--- config.mk ---
export PLATFORM = sky130hd
export DESIGN_NAME = dcache_unit
export DESIGN_NICKNAME = d
export VERILOG_FILES = /design/src/rtl/dcache_pkg.sv /design/src/rtl/dcache_array.sv /design/src/rtl/dcache_unit.sv
export SDC_FILE = /design/constraint.sdc
export NUM_CORES = 2
export LEC_CHECK = 0
export CORE_ASPECT_RATIO = 0.75
export CORE_MARGIN = 2
export CORE_UTILIZATION = 50
export CTS_BUF_LIST = sky130_fd_sc_hd__clkbuf_8
export CTS_CLUSTER_DIAMETER = 50
export DETAILED_ROUTE_END_ITERATION = 10
export PLACE_DENSITY = 0.75
export SLEW_MARGIN = 20
export SYNTH_ARGS = -nofsm -noshare
export SYNTH_HDL_FRONTEND = slang
export SYNTH_SLANG_ARGS = --single-unit
--- constraint.sdc ---
create_clock -name clk -period 15.1 [get_ports clk]
set_input_delay 3.02 -clock clk [delete_from_list [all_inputs] [get_ports clk]]
set_output_delay 3.02 -clock clk [all_outputs]
set_load 0.05 [all_outputs]
--- src/rtl/dcache_pkg.sv ---
// Shared types and address-field helpers for the direct-mapped data cache.
// Optional statistics counters are enabled with DCACHE_STATS_EN.
package dcache_pkg;

  typedef enum logic [1:0] {
    IDLE,
    COMPARE,
    WRITEBACK,
    ALLOCATE
  } state_t;

  localparam int LINE_BITS = 128;

  function automatic int offset_w(input int line_bytes);
    return $clog2(line_bytes);
  endfunction

  function automatic int index_w(input int num_sets);
    return $clog2(num_sets);
  endfunction

  function automatic int tag_w(input int line_bytes, input int num_sets);
    return 32 - offset_w(line_bytes) - index_w(num_sets);
  endfunction

endpackage

--- src/rtl/dcache_array.sv ---
// Tag, valid, dirty and line storage for the data cache.
// Asynchronous read by index, synchronous word/line writes.
module dcache_array
  import dcache_pkg::*;
#(
  parameter int LINE_BYTES = LINE_BITS / 8,
  parameter int NUM_SETS   = 16
) (
  input  logic                                     clk,
  input  logic                                     reset,
  input  logic [index_w(NUM_SETS)-1:0]             i_idx,
  output logic [tag_w(LINE_BYTES, NUM_SETS)-1:0]   o_tag,
  output logic                                     o_valid,
  output logic                                     o_dirty,
  output logic [LINE_BYTES*8-1:0]                  o_line,
  input  logic                                     i_wr_word,
  input  logic [offset_w(LINE_BYTES)-3:0]          i_sel,
  input  logic [31:0]                              i_wdata,
  input  logic                                     i_wr_line,
  input  logic [tag_w(LINE_BYTES, NUM_SETS)-1:0]   i_tag,
  input  logic [LINE_BYTES*8-1:0]                  i_line,
  input  logic                                     i_clr_dirty
);

  localparam int TW = tag_w(LINE_BYTES, NUM_SETS);
  localparam int LB = LINE_BYTES * 8;

  logic [TW-1:0]       r_tag  [NUM_SETS];
  logic [LB-1:0]       r_data [NUM_SETS];
  logic [NUM_SETS-1:0] r_valid;
  logic [NUM_SETS-1:0] r_dirty;

  assign o_tag   = r_tag[i_idx];
  assign o_valid = r_valid[i_idx];
  assign o_dirty = r_dirty[i_idx];
  assign o_line  = r_data[i_idx];

  always_ff @(posedge clk) begin
    if (reset) begin
      r_valid <= '0;
      r_dirty <= '0;
    end else begin
      if (i_wr_line) begin
        r_valid[i_idx] <= 1'b1;
        r_dirty[i_idx] <= 1'b0;
      end
      if (i_clr_dirty) r_dirty[i_idx] <= 1'b0;
      if (i_wr_word)   r_dirty[i_idx] <= 1'b1;
    end
  end

  // Contents survive reset; only the valid bits matter afterwards.
  always_ff @(posedge clk) begin
    if (i_wr_line) begin
      r_tag[i_idx]  <= i_tag;
      r_data[i_idx] <= i_line;
    end
    if (i_wr_word) r_data[i_idx][32*int'(i_sel) +: 32] <= i_wdata;
  end

endmodule

--- src/rtl/dcache_unit.sv ---
// Direct-mapped write-back/write-allocate data cache with miss FSM.
// Define DCACHE_STATS_EN to enable the hit/miss statistics counters.
module dcache_unit
  import dcache_pkg::*;
#(
  parameter int LINE_BYTES = LINE_BITS / 8,
  parameter int NUM_SETS   = 16
) (
  input  logic                    clk,
  input  logic                    reset,
  input  logic                    cpu_req_valid,
  output logic                    cpu_ready,
  input  logic                    cpu_we,
  input  logic [31:0]             cpu_addr,
  input  logic [31:0]             cpu_wdata,
  output logic                    cpu_resp_valid,
  output logic [31:0]             cpu_rdata,
  output logic                    cpu_hit,
  output logic                    mem_req,
  output logic                    mem_we,
  output logic [31:0]             mem_addr,
  output logic [LINE_BYTES*8-1:0] mem_wdata,
  input  logic                    mem_ready,
  input  logic [LINE_BYTES*8-1:0] mem_rdata,
  output logic [31:0]             hit_count,
  output logic [31:0]             miss_count
);

  localparam int OW = offset_w(LINE_BYTES);
  localparam int IW = index_w(NUM_SETS);
  localparam int TW = tag_w(LINE_BYTES, NUM_SETS);
  localparam int SW = OW - 2;
  localparam int LB = LINE_BYTES * 8;

  state_t      r_state;
  logic        r_we;
  logic        r_missed;
  logic [31:2] r_addr;
  logic [31:0] r_wdata;

  logic [IW-1:0] w_idx;
  logic [TW-1:0] w_tag;
  logic [TW-1:0] w_tag_q;
  logic [SW-1:0] w_sel;
  logic          w_valid;
  logic          w_dirty;
  logic [LB-1:0] w_line;
  logic [31:0]   w_word;
  logic          w_cmp;
  logic          w_hit;
  logic          w_resp;
  logic          w_wb;
  logic          w_alloc;

  assign w_idx   = r_addr[OW +: IW];
  assign w_tag   = r_addr[31 -: TW];
  assign w_sel   = r_addr[2 +: SW];
  assign w_word  = w_line[32*int'(w_sel) +: 32];
  assign w_cmp   = (r_state == COMPARE);
  assign w_wb    = (r_state == WRITEBACK);
  assign w_alloc = (r_state == ALLOCATE);
  assign w_hit   = w_valid && (w_tag_q == w_tag);
  assign w_resp  = w_cmp && w_hit;

  dcache_array #(
    .LINE_BYTES(LINE_BYTES),
    .NUM_SETS  (NUM_SETS)
  ) u_array (
    .clk        (clk),
    .reset      (reset),
    .i_idx      (w_idx),
    .o_tag      (w_tag_q),
    .o_valid    (w_valid),
    .o_dirty    (w_dirty),
    .o_line     (w_line),
    .i_wr_word  (w_resp && r_we),
    .i_sel      (w_sel),
    .i_wdata    (r_wdata),
    .i_wr_line  (w_alloc && mem_ready),
    .i_tag      (w_tag),
    .i_line     (mem_rdata),
    .i_clr_dirty(w_wb && mem_ready)
  );

  // Outputs decode from the state register and latched request only.
  assign cpu_ready      = (r_state == IDLE);
  assign cpu_resp_valid = w_resp;
  assign cpu_rdata      = (w_resp && !r_we) ? w_word : 32'd0;
  assign cpu_hit        = w_resp && !r_missed;
  assign mem_req        = w_wb || w_alloc;
  assign mem_we         = w_wb;
  assign mem_wdata      = w_wb ? w_line : '0;

  always_comb begin
    mem_addr = 32'd0;
    if (w_wb)    mem_addr = {w_tag_q, w_idx, {OW{1'b0}}};
    if (w_alloc) mem_addr = {w_tag, w_idx, {OW{1'b0}}};
  end

  always_ff @(posedge clk) begin
    if (reset) begin
      r_state  <= IDLE;
      r_we     <= 1'b0;
      r_missed <= 1'b0;
      r_addr   <= '0;
      r_wdata  <= '0;
    end else begin
      unique case (r_state)
        IDLE: begin
          if (cpu_req_valid) begin
            r_we     <= cpu_we;
            r_addr   <= cpu_addr[31:2];
            r_wdata  <= cpu_wdata;
            r_missed <= 1'b0;
            r_state  <= COMPARE;
          end
        end
        COMPARE: begin
          if (w_hit) begin
            r_state <= IDLE;
          end else begin
            r_missed <= 1'b1;
            r_state  <= (w_valid && w_dirty) ? WRITEBACK : ALLOCATE;
          end
        end
        WRITEBACK: if (mem_ready) r_state <= ALLOCATE;
        ALLOCATE:  if (mem_ready) r_state <= COMPARE;
        default:   r_state <= IDLE;
      endcase
    end
  end

`ifdef DCACHE_STATS_EN
  logic [31:0] r_hits;
  logic [31:0] r_misses;

  // Only the first lookup of a request is classified.
  always_ff @(posedge clk) begin
    if (reset) begin
      r_hits   <= '0;
      r_misses <= '0;
    end else if (w_cmp && !r_missed) begin
      if (w_hit) r_hits   <= r_hits + 32'd1;
      else       r_misses <= r_misses + 32'd1;
    end
  end

  assign hit_count  = r_hits;
  assign miss_count = r_misses;
`else
  assign hit_count  = 32'd0;
  assign miss_count = 32'd0;
`endif

endmodule
==> run_results.csv <==
group,metric,value,unit
route,top_layer,"met5",
placement,numPortBuffers,387,
route,viasPerCell,6.33,
route,dr_wl_met2,134000,µm
grt,grt_pass1_wl,404000,µm
power,power_density,127,nW/µm²
final_layout,stdcell_count,8642,
cts,cts_hold_buf,0,
sta,min_period,10.47,ns
run_status,status,"finished clean",
logic_synthesis,synth-xor-area-share,0.310,%
floorplan,dieArea,207000,µm²
grt,track_usage,28.1,%
route,m1WireLength,102000,µm
logic_synthesis,synth_compound_area_share,1.64,%
logic_synthesis,synth.area.top_cells,"edfxtp_1 (72%), mux4_2 (16%), mux2i_1 (2.1%)",
floorplan,coreArea,202000,µm²
route,firstDrtPassIters,5,
critical_path,worstSetupPathType,"reg2out",
critical_path,required,12.08,ns
power,peakVddDrop,94.9,µV
critical_path,ff2ff_setup_slack,8.17,ns
grt,grt_antenna_before_repair,25,
logic_synthesis,synth.area.mux_share,18.5,%
route,first_iter_violations,8848,
cts,cts-htree-levels,5,
cts,cts_resized,0,
floorplan,rows,143,
logic_synthesis,yosys.area.top_type,"edfxtp_1",
floorplan,start_util,50.2,%
logic_synthesis,synth.cells.most_frequent,"edfxtp_1 (2432), mux4_2 (734), nand2_1 (366)",
floorplan,die_h,394,µm
sta,max_slew_margin,10.1,%
cts,cts.sinks,2534,
job,maxCapViolations,0,
cts,clk_path_buf_depth,4,
logic_synthesis,ys_seq_elements,2534,
critical_path,critical_path.endpoint_type,"output pin",
logic_synthesis,yosys_warnings,0,
cts,cts_tree,"built",
placement,gp_congestion,0.865,
logic_synthesis,synth-edff-count,2432,
floorplan,die_w,525,µm
logic_synthesis,netlist_instances,5020,
route,wirelength,293000,µm
sta,tns,0,ns
route,wl_met3,39100,µm
hold_path,hold_class,"reg2reg",
critical_path,worstReg2RegEnd,"u_array.r_data[5][72]",
critical_path,r2r_cells,10,
placement,hpwl,175000,µm
grt,grt_pass1_vias,53229,
logic_synthesis,synth_area,102000,µm²
sta,drv_slew,0,
cts,cts_buffers,391,
cts,insertion_delay,1.08,ns
critical_path,arrival,7.45,ns
sta,rsz0062_at_grt,"no",
cts,post_cts_buffers,0,
cts,clockRootBuffer,"clkbuf_8",
sta,hold_violations,0,
power,p_leak,36.9,nW
hold_path,hold_start,"r_wdata[7]",
logic_synthesis,async_reset_ff_share,0,%
floorplan,io_pins,458,
final_layout,drive_above_1_share,26.6,%
final_layout,fill_cells,14200,
sta,max_freq,95.5,MHz
final_layout,syn2layout_area_growth,15.1,%
final_layout,fin_nets,5852,
grt,grt_max_degree,119,
route,ant_nets,0,
critical_path,critPathCapture,"cpu_rdata[23]",
placement,dp_cells,7930,
logic_synthesis,synth_fa_ha_area_share,0.111,%
sta,finalCritPeriodShare,69.3,%
sta,skew,0.113,ns
logic_synthesis,synth_cell_types,64,
logic_synthesis,avgSynthCellArea,20.3,µm²
route,vias,54673,
logic_synthesis,synthSimpleGateAreaFrac,3.32,%
grt,grt_overflow,0,
logic_synthesis,yosysSeqAreaShare,73.8,%
critical_path,cp_max_fo,44,
cts,clkSlewWorstSetupHoldPaths,0.06,ns
logic_synthesis,synth_top_area_share,71.8,%
logic_synthesis,ys.flop_type,"edfxtp_1",
logic_synthesis,synth_top_family_by_area,"multiplexers",
sta,finalSetupViolations,0,
route,wl_per_cell,34.0,µm
sta,whs,0.454,ns
route,drc_errors,0,
critical_path,start_kind,"flop",
sta,worstMarginPinSlew,1.35,ns
logic_synthesis,post-synth-top-count-cell,"edfxtp_1",
flip-flops by register name (all words and copies together) (netlist names), named ones only:
register         cells
u_array.r_data    2048
u_array.r_tag      384
r_wdata             32
r_addr              30
u_array.r_valid     16
u_array.r_dirty     15
r_state              2
r_missed             1
r_we                 1
worst min path at each step:
stage,cells after the start,endpoint
after floorplan,2,u_array.r_valid[10]
after global placement,2,u_array.r_valid[6]
after detailed placement,2,r_wdata[7]
after CTS,2,r_wdata[7]
after global routing,2,r_wdata[9]
final,2,r_wdata[7]
worst max-delay path, cell delays in order, from the launching register on:
cell and delay, ns:
dfxtp_4 0.94, buf_4 0.80, buf_4 0.76, buf_4 0.77, mux4_2 0.62, mux4_2 0.69
mux4_2 0.51, nor3b_1 0.14, clkdlybuf4s50_1 1.05
cell type report:
class | count | area, µm² | area share, %
Clock buffer | 411 | 5660 | 4.84
Multi-Input combinational cell | 2045 | 25800 | 22.1
Clock inverter | 266 | 1300 | 1.11
Sequential cell | 2534 | 75100 | 64.2
Tap cell | 2682 | 3360 | 2.87
Inverter | 142 | 541 | 0.462
Antenna cell | 30 | 75.1 | 0.0642
Timing Repair Buffer | 532 | 5150 | 4.40
power breakdown:
part | switching (mW) | internal, mW
clock network | 2.59 | 2.64
logic | 1.11 | 0.660
registers | 0.146 | 7.75
through the flow:
step	setup WS [ns]	power, mW	util (%)	instance area [µm²]
final	4.63	14.9	57.8	117000
after global routing	4.17	15.3	57.8	117000
after CTS	4.39	14.9	57.5	116000
after detailed placement	5.58	9.76	54.1	109000
after global placement	5.62	9.73	54.0	109000
after floorplan	8.02	9.01	-	102000
cells by family (layout without fill, tap and decap cells):
group / Yosys count / count (layout)
AO/OA/AOI/OAI: 273 / 273
XOR/XNOR: 36 / 36
adder cells (fa/ha/maj): 9 / 9
buffers and inverters: 508 / 1351
flip-flops: 2534 / 2534
multiplexers: 957 / 957
other: 1 / 98
AND/OR/NAND/NOR: 702 / 702
layer usage:
metal | GRT usage [%] | vias to the layer above
li1 | - | 21540
met1 | 37.3 | 28416
met2 | 41.5 | 4077
met3 | 7.96 | 636
met4 | 16.7 | 4
met5 | 0 | -
cells in the final DEF (no fill, tap or decap), types with 8 or more instances in the layout:
cell | synthesis | routed
a21oi_1 | 136 | 72
diode_2 | 0 | 30
nor2_4 | 0 | 16
xnor2_1 | 14 | 14
nand3_1 | 16 | 16
a22o_1 | 16 | 16
nor3b_1 | 36 | 33
clkbuf_8 | 0 | 411
conb_1 | 1 | 68
a21oi_4 | 0 | 64
nor2b_1 | 30 | 30
nor2_1 | 67 | 51
nand4_1 | 9 | 9
inv_1 | 140 | 264
ha_1 | 9 | 8
mux2i_1 | 212 | 99
a31oi_1 | 18 | 17
clkdlybuf4s50_1 | 0 | 386
edfxtp_1 | 2432 | 2432
mux2i_2 | 1 | 114
o31ai_1 | 16 | 16
buf_4 | 76 | 133
a22oi_1 | 26 | 26
dfxtp_1 | 102 | 93
and2_1 | 132 | 131
bufinv_16 | 0 | 8
mux2_2 | 8 | 8
nand2_1 | 366 | 364
mux4_2 | 734 | 734
xor2_1 | 22 | 22
clkinv_1 | 1 | 84
and3_1 | 21 | 21
o21ai_0 | 30 | 30
clkinv_2 | 0 | 40
No activity file was read; power rests on OpenSTA's default activity.
